==> src/rtl/instr_issue.sv <==
// Purpose: dual-issue decode/route stage. It classifies a fetched pair to the even and odd pipes and splits conflicting pairs.
// Latency: 1 cycle from a presented pair to the slot outputs; the second half of a split pair arrives 1 cycle later.
// Backpressure: dep_stall_instr2 holds fetch during a split and during hazard_stall; flush drops everything in flight.
// Ports: clk/reset (async, active-high); fetch_valid, fetch_pc, instr1, instr2 come from fetch;
//        hazard_stall and flush come from downstream; even_*/odd_* are the registered issue slots;
//        dep_stall_instr2 is the combinational fetch hold.

package spu_isa_pkg;

   // The odd pipe takes lnop, loads/stores, branches and the quadword permute/shift/rotate family.
   function automatic logic is_odd_pipe(input logic [10:0] op);
      logic [7:0] op8;
      logic [8:0] op9;
      logic       odd;
      op8 = op[10:3];
      op9 = op[10:2];
      odd = 1'b0;
      if (op == 11'h001)                    odd = 1'b1;   // lnop
      if (op8 == 8'h34 || op8 == 8'h24)     odd = 1'b1;   // lqd, stqd
      if (op[10:7] == 4'hB)                 odd = 1'b1;   // shufb
      if (op9 == 9'h075 || op9 == 9'h07D)   odd = 1'b1;   // cbx..cdx, cbd..cdd
      if (op8 == 8'h3B || op8 == 8'h3F)     odd = 1'b1;   // quadword shifts/rotates
      case (op9)
         9'h040, 9'h041, 9'h042, 9'h044, 9'h046, 9'h047,
         9'h060, 9'h061, 9'h062, 9'h064, 9'h065, 9'h066, 9'h067: odd = 1'b1;
         default: ;
      endcase
      case (op)
         11'h1C4, 11'h144, 11'h128, 11'h129, 11'h12A, 11'h12B,
         11'h1A8, 11'h1A9, 11'h1AA, 11'h1AB, 11'h1B0, 11'h1B1,
         11'h1B2, 11'h1B4, 11'h1B5, 11'h1B6, 11'h1F0: odd = 1'b1;
         default: ;
      endcase
      return odd;
   endfunction

   // Stores, non-linking branches and the two no-ops leave rt untouched.
   function automatic logic writes_rt(input logic [10:0] op);
      logic wr;
      wr = 1'b1;
      if (op == 11'h001 || op == 11'h201) wr = 1'b0;   // lnop, nop
      if (op[10:3] == 8'h24)              wr = 1'b0;   // stqd
      case (op[10:2])
         9'h040, 9'h041, 9'h042, 9'h044, 9'h046, 9'h047, 9'h060, 9'h064: wr = 1'b0;
         default: ;
      endcase
      case (op)
         11'h144, 11'h128, 11'h129, 11'h12A, 11'h12B, 11'h1A8, 11'h1AA: wr = 1'b0;
         default: ;
      endcase
      return wr;
   endfunction

endpackage

module instr_issue #(
   parameter int               WORD     = 32,
   parameter logic [0:WORD-1]  NOP_EVEN = 32'h4020_0000,
   parameter logic [0:WORD-1]  NOP_ODD  = 32'h0020_0000
) (
   input  logic               clk,
   input  logic               reset,
   input  logic               fetch_valid,
   input  logic [0:WORD-1]    fetch_pc,
   input  logic [0:WORD-1]    instr1,
   input  logic [0:WORD-1]    instr2,
   input  logic               hazard_stall,
   input  logic               flush,
   output logic               dep_stall_instr2,
   output logic [0:WORD-1]    even_instr,
   output logic [0:WORD-1]    odd_instr,
   output logic [0:WORD-1]    even_pc,
   output logic [0:WORD-1]    odd_pc,
   output logic               even_valid,
   output logic               odd_valid
);

   typedef enum logic {PAIR, SECOND} state_t;

   typedef struct packed {
      logic [0:WORD-1] instr;
      logic [0:WORD-1] pc;
      logic            valid;
   } slot_t;

   localparam slot_t FILL_E = '{instr: NOP_EVEN, pc: '0, valid: 1'b0};
   localparam slot_t FILL_O = '{instr: NOP_ODD,  pc: '0, valid: 1'b0};

   state_t state_q, state_nxt;
   slot_t  even_q, even_nxt;
   slot_t  odd_q, odd_nxt;
   logic   dep_stall;

   logic            empty1, empty2, odd1, odd2, raw, conflict;
   logic [0:WORD-1] pc2;

   assign empty1 = (instr1 == NOP_EVEN) || (instr1 == NOP_ODD);
   assign empty2 = (instr2 == NOP_EVEN) || (instr2 == NOP_ODD);
   assign odd1   = spu_isa_pkg::is_odd_pipe(instr1[0:10]);
   assign odd2   = spu_isa_pkg::is_odd_pipe(instr2[0:10]);
   assign pc2    = fetch_pc + WORD'(4);

   // Conservative RAW: any of instr2's register fields matching instr1's target counts.
   assign raw = !empty1 && spu_isa_pkg::writes_rt(instr1[0:10]) &&
                ((instr2[11:17] == instr1[25:31]) ||
                 (instr2[18:24] == instr1[25:31]) ||
                 (instr2[25:31] == instr1[25:31]));

   assign conflict = !empty1 && !empty2 && ((odd1 == odd2) || raw);

   always_comb begin
      even_nxt  = even_q;
      odd_nxt   = odd_q;
      state_nxt = state_q;
      dep_stall = 1'b0;
      if (flush) begin
         even_nxt  = FILL_E;
         odd_nxt   = FILL_O;
         state_nxt = PAIR;
      end else if (hazard_stall) begin
         // Everything holds; the split decision is redone once the stall clears.
         dep_stall = 1'b1;
      end else if (state_q == SECOND) begin
         // Fetch still presents the same pair; only the deferred instr2 goes out.
         even_nxt  = FILL_E;
         odd_nxt   = FILL_O;
         state_nxt = PAIR;
         if (!empty2) begin
            if (odd2) odd_nxt  = '{instr: instr2, pc: pc2, valid: 1'b1};
            else      even_nxt = '{instr: instr2, pc: pc2, valid: 1'b1};
         end
      end else begin
         even_nxt = FILL_E;
         odd_nxt  = FILL_O;
         if (fetch_valid) begin
            if (!empty1) begin
               if (odd1) odd_nxt  = '{instr: instr1, pc: fetch_pc, valid: 1'b1};
               else      even_nxt = '{instr: instr1, pc: fetch_pc, valid: 1'b1};
            end
            if (conflict) begin
               dep_stall = 1'b1;
               state_nxt = SECOND;
            end else if (!empty2) begin
               // Non-conflicting pairs always land in different pipes, so no overwrite here.
               if (odd2) odd_nxt  = '{instr: instr2, pc: pc2, valid: 1'b1};
               else      even_nxt = '{instr: instr2, pc: pc2, valid: 1'b1};
            end
         end
      end
   end

   always_ff @(posedge clk or posedge reset) begin
      if (reset) begin
         state_q <= PAIR;
         even_q  <= FILL_E;
         odd_q   <= FILL_O;
      end else begin
         state_q <= state_nxt;
         even_q  <= even_nxt;
         odd_q   <= odd_nxt;
      end
   end

   // Forced low during reset so fetch never sees a hold while the stage is being cleared.
   assign dep_stall_instr2 = dep_stall && !reset;

   assign even_instr = even_q.instr;
   assign even_pc    = even_q.pc;
   assign even_valid = even_q.valid;
   assign odd_instr  = odd_q.instr;
   assign odd_pc     = odd_q.pc;
   assign odd_valid  = odd_q.valid;

endmodule
==> config.mk <==
export PLATFORM = sky130hd
export DESIGN_NAME = instr_issue
export DESIGN_NICKNAME = d
export VERILOG_FILES = /design/src/rtl/instr_issue.sv
export SDC_FILE = /design/constraint.sdc
export NUM_CORES = 1
export LEC_CHECK = 0
export CORE_ASPECT_RATIO = 1.4
export CORE_MARGIN = 1
export CORE_UTILIZATION = 42
export DETAILED_ROUTE_END_ITERATION = 6
export PLACE_DENSITY = 0.72
export SLEW_MARGIN = 5
export SYNTH_ARGS = -nofsm -noshare
export SYNTH_HDL_FRONTEND = slang
export SYNTH_SLANG_ARGS = --single-unit
==> constraint.sdc <==
create_clock -name clk -period 5.3 [get_ports clk]
set_clock_uncertainty 0.15 [all_clocks]
set_input_delay 1.06 -clock clk [delete_from_list [all_inputs] [get_ports clk]]
set_output_delay 1.06 -clock clk [all_outputs]
set_load 0.01 [all_outputs]
==> results.cfg <==
[worst_hold_path]
min-delay-start = even_instr[4]
min_to = even_instr[4]
min_path_type = flop to flop
whs_path_depth = 2

[setup_path]
end_kind = primary output
worstSetupPathType = input pin to primary output
cp_cell_sequence = clkdlybuf4s50_1 > or2_2 > a31oi_1 > nor4bb_1 > or2_2 > or2_2 > nor2b_1 > nor3_2 > nand2_1 > a211oi_1 > dlymetal6s2s_1
slowest_delay_ns = 0.51
ff2ff_path_depth = 5
r2r_start = state_q
crit_top_cell = or2_2
cp_max_fo = 5
r2r-end = odd_instr[13]
path_buf_inv = 2
cp-start-kind = input pin
critPathTopFamily = simple AND/OR/NAND/NOR gates
cp_slowest_cell = clkdlybuf4s50_1
worst_ep_required_time_ns = 4.09
r2r_slack_ns = 2.53
cp.arrival_ns = 3.65

[route]
ant_nets = 0
via_per_inst = 5.923
routedWlPerCell_um = 20.35
drt_iter0_drc = 626
num_vias = 8737
wirelength_um = 30010
firstDrtPassIters = 6
drc = 0

[synth]
synthCells = 980
ys_types = 77
synth_area_mm2 = 0.008014
syn_area_per_cell_um2 = 8.177
ys_seq_area_share_pct = 40.95
ys_ff_latch = 131
async_flop_share_pct = 100.0
synth_edf_count = 0
synth_ff_type = dfrtp_1
ys.warnings.count = 0
synth.net_count = 1082

[global_route]
globalRouteTotalUtil_pct = 30.68
grt_start_max_net_pins = 115
overflow = 0
grt_first_pass_wirelength_um = 46660
grt_pass1_vias = 8649
antenna_found_initial = 0

[cts]
cts_sinks = 131
cts_hold_buf = 0
cts_tree = yes
ctsRootBufferMaster = clkbuf_16
numCtsBuffers = 17
clk_latency_ns = 0.43
cts_buffer_depth = 2
clkSlewWorstSetupHoldPaths_ns = 0.06
clock_tree.htree_level_count = 4

[pwr]
ir_drop_mv = 0.1564
pwr_density_cell_mw_per_mm2 = 263.6
power.leakage_nw = 4.674

[sta]
setup_viol = 0
max_freq_mhz = 206.0
fin_crit_ns = 4.856
rsz0062_at_grt = false
layout_worst_path_cycle_share_pct = 91.61
tightest_slew_ns = 0.9899
relSlewSlack_pct = 34.01
maxSlewViolCount = 0
fin_hold_ws_ns = 0.3247
hold_viol_final = 0
timing.final.ws_setup_ns = 0.4445

[final_layout]
utilization_pct = 61.90
diodes = 0
fin_nets = 1320
instances_no_fill = 1475
syn_to_final_growth_pct = 43.68
drive_gt1_share_pct = 11.62
layout_commonest_cell = clkdlybuf4s50_1
final_cell_mix = 229 x clkdlybuf4s50_1, 175 x nand2_1, 138 x a21oi_1
fillers = 1657

[floorplanning]
die_area_mm2 = 0.01965
core_mm2 = 0.01860
die-height_um = 165.4
io_pins = 232
start_util_pct = 43.08
die_w_um = 118.7
row_count = 59

[place]
placedCellCount = 1442
pre_cts_slack_ns = -0.03925
numPortBuffers = 231
gp_congestion = 0.9159
dp_hpwl_um = 20700

[outcome]
status = finished, final reports clean

[run]
cap_violations = 0
-- where the power goes --
part | leakage, nW | switching [W] | internal, W
logic | 2.57 | 0.000353 | 0.000271
registers | 1.79 | 0.0000276 | 0.00104
clock network | 0.317 | 0.000479 | 0.000862
total | 4.67 | 0.000860 | 0.00218
-- tightest hold or removal path, stage by stage (launching register included) --
cell and delay, ns:
dfrtp_1 0.34, nand2_1 0.05, o31ai_1 0.05
-- cell families (layout without fill, tap and decap cells) --
family,Yosys count,in the layout,share of synthesized area (%)
buf+inv,93,344,5.574
xor+xnor,36,36,3.934
mux,3,3,0.3903
flops,131,131,40.95
fa+ha+maj,1,1,0.1561
compound gates,356,356,28.46
simple gates,360,360,20.53
-- worst max-delay path by stage --
stage / from / to / slack [ns] / cells after the start
floorplan: reset / even_instr[0] / 0.60 / 1
global placement: instr1[4] / dep_stall_instr2 / -0.03 / 11
detailed placement: instr1[4] / dep_stall_instr2 / -0.04 / 11
CTS: instr2[7] / dep_stall_instr2 / 0.07 / 11
global route: instr2[7] / dep_stall_instr2 / 0.36 / 11
finish: instr2[7] / dep_stall_instr2 / 0.44 / 11
-- area by class of cell --
class                      count  area (µm²)  share of cell area [%]
clock buffer                  20       456.7                   3.966
clock inverter                12       201.4                   1.749
inverter                      18       72.57                  0.6302
multi-input combinational    756        4344                   37.73
sequential                   131        3282                   28.50
tap                          244       305.3                   2.651
timing repair buffer         294        2853                   24.77
-- registers in the layout (all words and copies together) (netlist names) --
| register | flops |
|---|---|
| even_valid | 1 |
| odd_instr | 32 |
| odd_valid | 1 |
| even_instr | 32 |
| even_pc | 32 |
| odd_pc | 32 |
| state_q | 1 |
-- synth_stat cells (13+ instances only) --
master,n,area (µm²)
xnor2_1,23,201.4
inv_1,18,67.56
o31ai_1,56,420.4
a21oi_1,138,690.7
clkbuf_1,41,153.9
nand2_1,175,656.9
o21ai_0,52,260.3
nor4_1,15,93.84
nor2_1,82,307.8
dfrtp_1,128,3203
nand3_1,22,110.1
o21ai_1,36,180.2
buf_2,21,105.1
xor2_1,13,113.9
-- metrics by stage --
| step | TNS (ns) | area [µm²] | power [W] |
|---|---|---|---|
| after CTS | 0 | 11500 | 0.003046 |
| after floorplan | 0 | 8014 | 0.001384 |
| after global routing | 0 | 11510 | 0.003139 |
| final | 0 | 11510 | 0.003036 |
| after global placement | -0.02952 | 10830 | 0.001700 |
| after detailed placement | -0.03925 | 10830 | 0.001703 |
-- metal layers --
layer,up-vias,global-route usage (%),part of all wire (%)
li1,3986,-,-
met1,4181,35.85,38
met2,455,51.99,49
met3,115,4.670,6.8
met4,0,21.35,6.3
met5,-,0,0
-- what timing repair did --
item,in CTS,in global routing
setup endpoints to repair,1,1
endpoints found under the hold margin,0,0
gates resized for setup,1,3
pin swaps,1,0
setup buffers,1,0
No activity file was read; power rests on OpenSTA's default activity.
